## config.mk

```make
export PLATFORM = sky130hd
export DESIGN_NAME = gpio_uart_tx
export DESIGN_NICKNAME = d
export VERILOG_FILES = /design/src/rtl/gpio_uart_tx.sv
export SDC_FILE = /design/constraint.sdc
export NUM_CORES = 1
export LEC_CHECK = 0
export CORE_MARGIN = 4
export CORE_UTILIZATION = 52
export CTS_CLUSTER_DIAMETER = 100
export DETAILED_ROUTE_END_ITERATION = 6
export HOLD_SLACK_MARGIN = 0.03
export PLACE_DENSITY = 0.76
export SLEW_MARGIN = 5
export SYNTH_ARGS = -nofsm -noshare
export SYNTH_HDL_FRONTEND = slang
export SYNTH_SLANG_ARGS = --single-unit
```

## constraint.sdc

```tcl
create_clock -name clk -period 2.05 [get_ports clk]
set_clock_uncertainty 0.05 [all_clocks]
set_input_delay 0.5125 -clock clk [delete_from_list [all_inputs] [get_ports clk]]
set_output_delay 0.5125 -clock clk [all_outputs]
set_load 0.1 [all_outputs]
```

## src/rtl/gpio_uart_tx.sv

```systemverilog
// rtl/gpio_uart_tx.sv - GPIO-strobed character FIFO feeding a UART 8N1 transmitter
//
// gpio_uart_tx_fifo : small synchronous FIFO holding the characters queued behind the shifter
//   clk, reset     : clock, synchronous active-high reset (flushes pointers and count)
//   push, push_data: write one entry (caller guarantees not full)
//   pop            : drop the head entry (caller guarantees not empty)
//   head           : current head entry, valid while count > 0
//   count          : occupancy, 0 .. 2**AW
//
// gpio_uart_tx : peripheral behind the CPU GPIO pair
//   clk           : system clock shared with the core
//   reset         : synchronous active-high reset; aborts any frame and flushes the FIFO
//   gpio_from_cpu : [7] toggle strobe, [6:0] ASCII character
//   gpio_to_cpu   : [7] ack_toggle, [6] fifo_full, [5] tx_busy, [4:3] 0, [2:0] fifo_count
//   tx_o          : registered UART serial output, idle high

module gpio_uart_tx_fifo #(
   parameter int W  = 8,
   parameter int AW = 2
) (
   input  logic          clk,
   input  logic          reset,
   input  logic          push,
   input  logic [W-1:0]  push_data,
   input  logic          pop,
   output logic [W-1:0]  head,
   output logic [AW:0]   count
);
   localparam int DEPTH = 1 << AW;

   logic [W-1:0]  mem [DEPTH];
   logic [AW-1:0] wr_ptr;
   logic [AW-1:0] rd_ptr;

   assign head = mem[rd_ptr];

   // Storage has no reset: only entries covered by count are ever read.
   always_ff @(posedge clk) begin
      if (push) begin
         mem[wr_ptr] <= push_data;
      end
   end

   // Pointers wrap naturally at DEPTH because they are exactly AW bits wide.
   always_ff @(posedge clk) begin
      if (reset) begin
         wr_ptr <= '0;
         rd_ptr <= '0;
         count  <= '0;
      end else begin
         if (push) begin
            wr_ptr <= wr_ptr + 1'b1;
         end
         if (pop) begin
            rd_ptr <= rd_ptr + 1'b1;
         end
         case ({push, pop})
            2'b10:   count <= count + 1'b1;
            2'b01:   count <= count - 1'b1;
            default: count <= count;
         endcase
      end
   end
endmodule

module gpio_uart_tx #(
   parameter int CLKS_PER_BIT = 16,
   parameter int FIFO_AW      = 2
) (
   input  logic       clk,
   input  logic       reset,
   input  logic [7:0] gpio_from_cpu,
   output logic [7:0] gpio_to_cpu,
   output logic       tx_o
);
   localparam int DEPTH = 1 << FIFO_AW;
   localparam int BW    = (CLKS_PER_BIT > 1) ? $clog2(CLKS_PER_BIT) : 1;
   localparam logic [BW-1:0]    BAUD_LAST  = BW'(CLKS_PER_BIT - 1);
   localparam logic [FIFO_AW:0] COUNT_FULL = (FIFO_AW + 1)'(DEPTH);

   typedef enum logic [1:0] {
      IDLE,
      START,
      DATA,
      STOP
   } state_t;

   state_t            state;
   state_t            state_n;
   logic [BW-1:0]     baud_cnt;
   logic [BW-1:0]     baud_cnt_n;
   logic [2:0]        bit_idx;
   logic [2:0]        bit_idx_n;
   logic [7:0]        shift;
   logic [7:0]        shift_n;
   logic              tx_n;

   logic [7:0]        cpu_q;
   logic              ack_toggle;
   logic              strobe_pending;
   logic              fifo_full;
   logic              push;
   logic              pop;
   logic [7:0]        fifo_head;
   logic [FIFO_AW:0]  fifo_count;
   logic              baud_last;

   // The core lives on the same clock, so one register stage is enough.
   always_ff @(posedge clk) begin
      if (reset) begin
         cpu_q      <= 8'h00;
         ack_toggle <= 1'b0;
      end else begin
         cpu_q <= gpio_from_cpu;
         if (push) begin
            ack_toggle <= cpu_q[7];
         end
      end
   end

   // Full is judged on the start-of-cycle count, so a pop never makes room
   // for a push in the same cycle; the strobe simply stays pending.
   assign strobe_pending = (cpu_q[7] != ack_toggle);
   assign fifo_full      = (fifo_count == COUNT_FULL);
   assign push           = strobe_pending && !fifo_full;
   assign pop            = (state == IDLE) && (fifo_count != '0);
   assign baud_last      = (baud_cnt == BAUD_LAST);

   gpio_uart_tx_fifo #(
      .W  (8),
      .AW (FIFO_AW)
   ) u_fifo (
      .clk       (clk),
      .reset     (reset),
      .push      (push),
      .push_data ({1'b0, cpu_q[6:0]}),
      .pop       (pop),
      .head      (fifo_head),
      .count     (fifo_count)
   );

   always_ff @(posedge clk) begin
      if (reset) begin
         state    <= IDLE;
         baud_cnt <= '0;
         bit_idx  <= 3'd0;
         shift    <= 8'h00;
         tx_o     <= 1'b1;
      end else begin
         state    <= state_n;
         baud_cnt <= baud_cnt_n;
         bit_idx  <= bit_idx_n;
         shift    <= shift_n;
         tx_o     <= tx_n;
      end
   end

   always_comb begin
      state_n    = state;
      baud_cnt_n = baud_cnt;
      bit_idx_n  = bit_idx;
      shift_n    = shift;
      case (state)
         IDLE: begin
            if (pop) begin
               shift_n    = fifo_head;
               bit_idx_n  = 3'd0;
               baud_cnt_n = '0;
               state_n    = START;
            end
         end
         START: begin
            if (baud_last) begin
               baud_cnt_n = '0;
               state_n    = DATA;
            end else begin
               baud_cnt_n = baud_cnt + 1'b1;
            end
         end
         DATA: begin
            if (baud_last) begin
               baud_cnt_n = '0;
               shift_n    = {1'b0, shift[7:1]};
               if (bit_idx == 3'd7) begin
                  bit_idx_n = 3'd0;
                  state_n   = STOP;
               end else begin
                  bit_idx_n = bit_idx + 3'd1;
               end
            end else begin
               baud_cnt_n = baud_cnt + 1'b1;
            end
         end
         STOP: begin
            if (baud_last) begin
               baud_cnt_n = '0;
               state_n    = IDLE;
            end else begin
               baud_cnt_n = baud_cnt + 1'b1;
            end
         end
         default: begin
            state_n = IDLE;
         end
      endcase
   end

   // Line level is computed from the next state so the registered tx_o
   // lines up exactly with the state it belongs to.
   always_comb begin
      tx_n = 1'b1;
      case (state_n)
         START:   tx_n = 1'b0;
         DATA:    tx_n = shift_n[0];
         default: tx_n = 1'b1;
      endcase
   end

   assign gpio_to_cpu = {ack_toggle, fifo_full, (state != IDLE), 2'b00, 3'(fifo_count)};
endmodule

```

After elaboration in Yosys (flattened, before gate mapping). Memory sizes are Yosys's and may differ from the RTL's. A register that Yosys moved wholly into a read port is not among the register bits. Cells that the tools add are included.

Mux-type cells: 22. Equal/unequal tests: 13. Add/sub/neg operators: 6. Reduce and logical (&&, ||, !) cells: 10.

Operators with widths (number): 2-to-1 mux 8 bit (2); one-hot mux 8 bit (2 select lines) (1); 2-to-1 mux 2 bit (7); one-hot mux 3 bit (2 select lines) (2); 2-to-1 mux 3 bit (3); equality test 2 bit (second input constant) (4); 2-to-1 mux 4 bit (2); one-hot mux 2 bit (4 select lines) (1); one-hot mux 4 bit (2 select lines) (1); adder 3 x 1 -> 3 bit (second input constant) (2); equality test 2 x 1 -> 1 bit (second input constant) (3); equality test 3 bit (second input constant) (2); nonzero test 2 bit (3); adder 2 x 1 -> 2 bit (second input constant) (2); adder 4 x 1 -> 4 bit (second input constant) (1); equality test 4 bit (second input constant) (1); AND reduction 3 bit (1); nonzero test 3 bit (1); OR reduction 3 bit (1); subtractor 3 x 1 -> 3 bit (second input constant) (1); logical AND 1 bit (2); logical NOT 2 bit (1); 2-to-1 mux 1 bit (2); != test 2 x 1 -> 1 bit (second input constant) (1); 4 further kinds (4).

Input bits: 10. Logic and storage cells: 63. Register bits after elaboration: 34. RAM bits: 28. Output and inout bits: 9. Memories kept: 1.

Memory list: u_fifo.mem (depth 4, bits a word 7, read ports 1, clocked after Yosys merged registers in 1, write ports 1, line 31) `logic [W-1:0] mem [DEPTH];`.

Depth between registers and ports, before layout.
Word-level depth: 6. Gate-level depth with buffers: 10. Depth with buffers taken out: 9.

Modules after synthesis. A second synthesis with hierarchy kept.

Cell total of the unflattened synthesis: 210. Area total of the unflattened synthesis: 2708.8 um^2.

By module, submodules not included: gpio_uart_tx_fifo (cells each 87, seq. area each 1141.1 um^2, times used 1, area each 1580.3 um^2); gpio_uart_tx (cells each 123, seq. area each 540.5 um^2, times used 1, area each 1128.6 um^2).

Worst setup path after synthesis. No wires, ideal clock.

Path kind: register to register. Start point: register u_fifo.count[2]. End point: register u_fifo.count[2]. Data arrival time: 2.853 ns. Clock period less this slack: 2.973 ns. Buffers on the path: 0. Cell stages (with the launch flop): 10. Slack: -0.923 ns. Setup time: 0.070 ns. Required time: 1.930 ns. Cells stage by stage: dfxtp_1 nor3b_1 nor2_1 inv_1 ha_1 inv_1 fa_1 xor2_1 or3_1 a21oi_1.

Cells in the longest elaborated chain, start to end: 5. Elaborated cells between the ends (all ways): 11. Classes of those cells: add/sub: 2; eq/ne: 3; mux: 1; reduce/logical: 5.

Ends and longest elaborated chain: start: declaration (line 27) `output logic [AW:0] count`; start signal: assignment (line 58) `2'b10: count <= count + 1'b1;`; start signal: assignment (line 59) `2'b01: count <= count - 1'b1;`; start signal: assignment (line 60) `default: count <= count;`; equality test 3 bit (*) (line 124) `assign fifo_full = (fifo_count == COUNT_FULL);`; via fifo_full (line 101) `logic fifo_full;`; logical NOT 1 bit (*) (line 125) `assign push = strobe_pending && !fifo_full;`; logical AND 1 bit (*) (line 125); equality test 2 x 1 -> 1 bit or equality test 2 bit (tied branches) (line 57) `case ({push, pop})`; one-hot mux 3 bit (2 select lines) or nonzero test 2 bit (tied branches).

Mark *: on every way through the listed nets, which the timed path passes. The rest lies on a longest branch. A chain may end at the register's enable or synchronous reset.

Worst setup path after layout.
Start point: register u_fifo.count[1]. End point: register u_fifo.count[2].

Cells in the longest elaborated chain, start to end: 5. Elaborated cells between the ends (all ways): 11. Classes of those cells: add/sub: 2; eq/ne: 3; mux: 1; reduce/logical: 5.

Ends and longest elaborated chain (line): equality test 3 bit (124); logical NOT 1 bit (125); logical AND 1 bit (125); equality test 2 x 1 -> 1 bit or equality test 2 bit (tied branches) (57); one-hot mux 3 bit (2 select lines) or nonzero test 2 bit (tied branches).

Parallel ways exist; a longest one is shown, timed or not.

==> results.md <==
- Asr flop ratio synth: 0%
- Core area: 4790 um2
- WL per Instance: around 14 um
- Leading cell type in the layout, fill and taps excluded: dfxtp_1
- Slowest-stage cell, CP: or3_1
- Layout fillers: 375
- Count of clock tree sinks: 63
- Post-route ant nets: 0
- Fin cells: 313
- DRT Pass-1 Iters: 4
- Max IR drop VDD: 813 uV
- First-iteration detailed-routing DRC count: 100
- Die height: between 70 and 80 um
- Worst setup SP type: register
- Hold depth: 2
- Via/cell ratio: 5.14
- Most frequent cells in the layout: dfxtp_1 (32), edfxtp_1 (28), nor2_1 (17)
- GR Overflow Total: 0
- Initial antenna violation count: 0
- Main flop type after synthesis: dfxtp_1
- Tcrit/Tclk final: 102%
- DP Cell Count: about 290
- Yosys warns: 0
- DP HPWL: 2.82 mm
- Leak: roughly 1.2 nW
- # diodes: 0
- Fin crit period: 2.08 ns
- Crit path capture type: register
- CP Cell Sequence: nor3b_4 > nor2_2 > inv_1 > ha_2 > inv_1 > fa_2 > xor2_1 > or3_1 > a21oi_2
- Crit-path max cell delay: 0.40 ns
- Total clock buffers created by CTS: 9
- CP startpoint: u_fifo.count[1]
- Run status: complete, but fails checks
- Synthesis-to-layout area growth: 23.3%
- WP buf/inv: 2
- Gp weighted congestion: 0.772
- CTS Buffer Depth: 2
- Max_cap viols: 0
- Gr usage total: 15.6%
- R2R Setup Slk: -0.03 ns
- Cts hold-fix bufs: 0
- Synth Register Bits: 63
- Overall routed net length: 4.38 mm
- CTS clk-pin slew, worst paths: 0.07 ns
- Failing checks: setup timing
- Worst EP required: 2.27 ns
- Area of the mapped netlist: 2590 um2
- Maximum number of pins on one net before global-route repair: 28
- Placed cell area: slightly below 3000 um2
- Clock root cell: clkbuf_8
- PwrDens: 1370 nW/um2
- First-pass GRT wire length: 7.31 mm
- DRC viols: 0
- Worst Path Arrival: about 2.3 ns
- Number of flops mapped to enable cells by yosys: 28
- WS Path Type: reg2reg
- HP Class: reg2reg
- Vias post-DR: roughly 1.6k
- Synth Area per Inst: ~12 um2
- RSZ-0062 raised after global routing: yes
- Seq/Total Area, Yosys: 59.5%
- Vias in the first global route: 1581
- Clock Latency Late Sink: 0.34 ns
- NumNets Final: 260
- Die width: around 79 um
- CTS tree: done
- Max FO, Critical Path: 4
- Fmax: 481 MHz
- Tightest hold margin: approximately 0.40 ns
- Syn Inst Count: 210
- WP depth: 9
- Max Slew Vio Count: 0
- Rows: 25
- Worst r2r src: u_fifo.count[1]
- DP Worst Slack: 0.0397 ns
- CTS HTree Levels: 3
- Setup TNS: -0.0309 ns
- Initial Utilization: 54.2%
- Setup Viol. Count Final: 1
- Synth unique cells: 42
- Port Buf Inserts: 16
- Final Hold Fails: 0
- CP delay by family, top: simple AND/OR/NAND/NOR gates
- Hold Crit Start: shift[5]
- R2R depth: 9
- Post-route cell area: 3200 um2
- CP most frequent cell: inv_1
- Layout cells sized above 1: a little under a quarter
- Setup ws final: -0.0309 ns
- Die area: between 6000 and 7000 um2
- IO Count: 19
==> cell type report <==
class	count	area, um2	area share (%)
Timing Repair Buffer	32	342	10.7
Clock inverter	6	85.1	2.66
Clock buffer	10	128	3.99
Inverter	7	26.3	0.822
Sequential cell	63	1550	48.4
Multi-Input combinational cell	128	983	30.8
Tap cell	67	83.8	2.62
==> tightest hold or removal path, cell delays in order, from the launching register on <==
cell	delay (ns)
dfxtp_1	0.31
nand2_1	0.05
a21oi_1	0.05
==> what timing repair did <==
item	4_1_cts	5_1_grt
endpoints found under the setup margin	0	1
resized for setup	0	8
buffers inserted	0	3
==> metal layers <==
layer,up-vias,routed length [um],GRT usage (%)
met5,-,0,0
met4,0,114,9.44
met3,12,146,3.44
met2,26,2130,25.6
met1,767,1990,18.7
li1,805,-,-
==> cell usage after synthesis, types with 2 or more instances <==
cell type	count	share of area [%]
nand2_1	14	2.0
buf_4	4	1.2
and2_1	4	0.97
dfxtp_1	35	27
edfxtp_1	28	32
clkbuf_1	4	0.58
buf_2	3	0.58
inv_1	7	1.0
o21ai_0	4	0.77
nor2_1	18	2.6
nor3_1	4	0.77
ha_1	8	3.9
nor2b_1	8	1.9
nor3b_1	2	0.58
nand3_1	4	0.77
mux4_2	7	6.1
a21oi_1	16	3.1
xor2_1	4	1.4
nor2_4	2	0.87
xnor2_1	3	1.0
a22oi_1	6	1.7
and3_1	2	0.48
nand3b_1	3	0.87
or3_1	2	0.48
==> report_power, final <==
group / switching [W] / internal (W)
Combinational: 0.000917 / 0.000659
Sequential: 0.000143 / 0.00150
Clock: 0.000472 / 0.000680
==> path summary, 6_finish.rpt <==
check	end
min reg2reg	shift[5]
max	u_fifo.count[2]
min	shift[5]
max reg2reg	u_fifo.count[2]
==> flip-flops by register name (all words and copies together), names as in the netlist, named ones only <==
name	flops
tx_o	1
bit_idx	3
ack_toggle	1
u_fifo.count	3
baud_cnt	4
state	2
cpu_q	8
shift	7
u_fifo.rd_ptr	2
u_fifo.wr_ptr	2
u_fifo.mem	28
==> stage by stage <==
step	power, W	util (%)
after floorplan	0.00271	-
after global placement	0.00315	61.2
after detailed placement	0.00317	61.2
after CTS	0.00433	65.6
after global routing	0.00460	66.8
final	0.00438	66.8
==> logic make-up after synthesis <==
family | count (synthesis) | synth area share [%]
buffers and inverters | 20 | 3.91
adder cells (fa/ha/maj) | 9 | 4.63
multiplexers | 8 | 6.47
AND/OR/NAND/NOR | 67 | 13.9
flip-flops | 63 | 59.5
other | 1 | 0.145
XOR/XNOR | 7 | 2.36
AO/OA/AOI/OAI | 35 | 9.07
No activity file was read; power rests on OpenSTA's default activity.
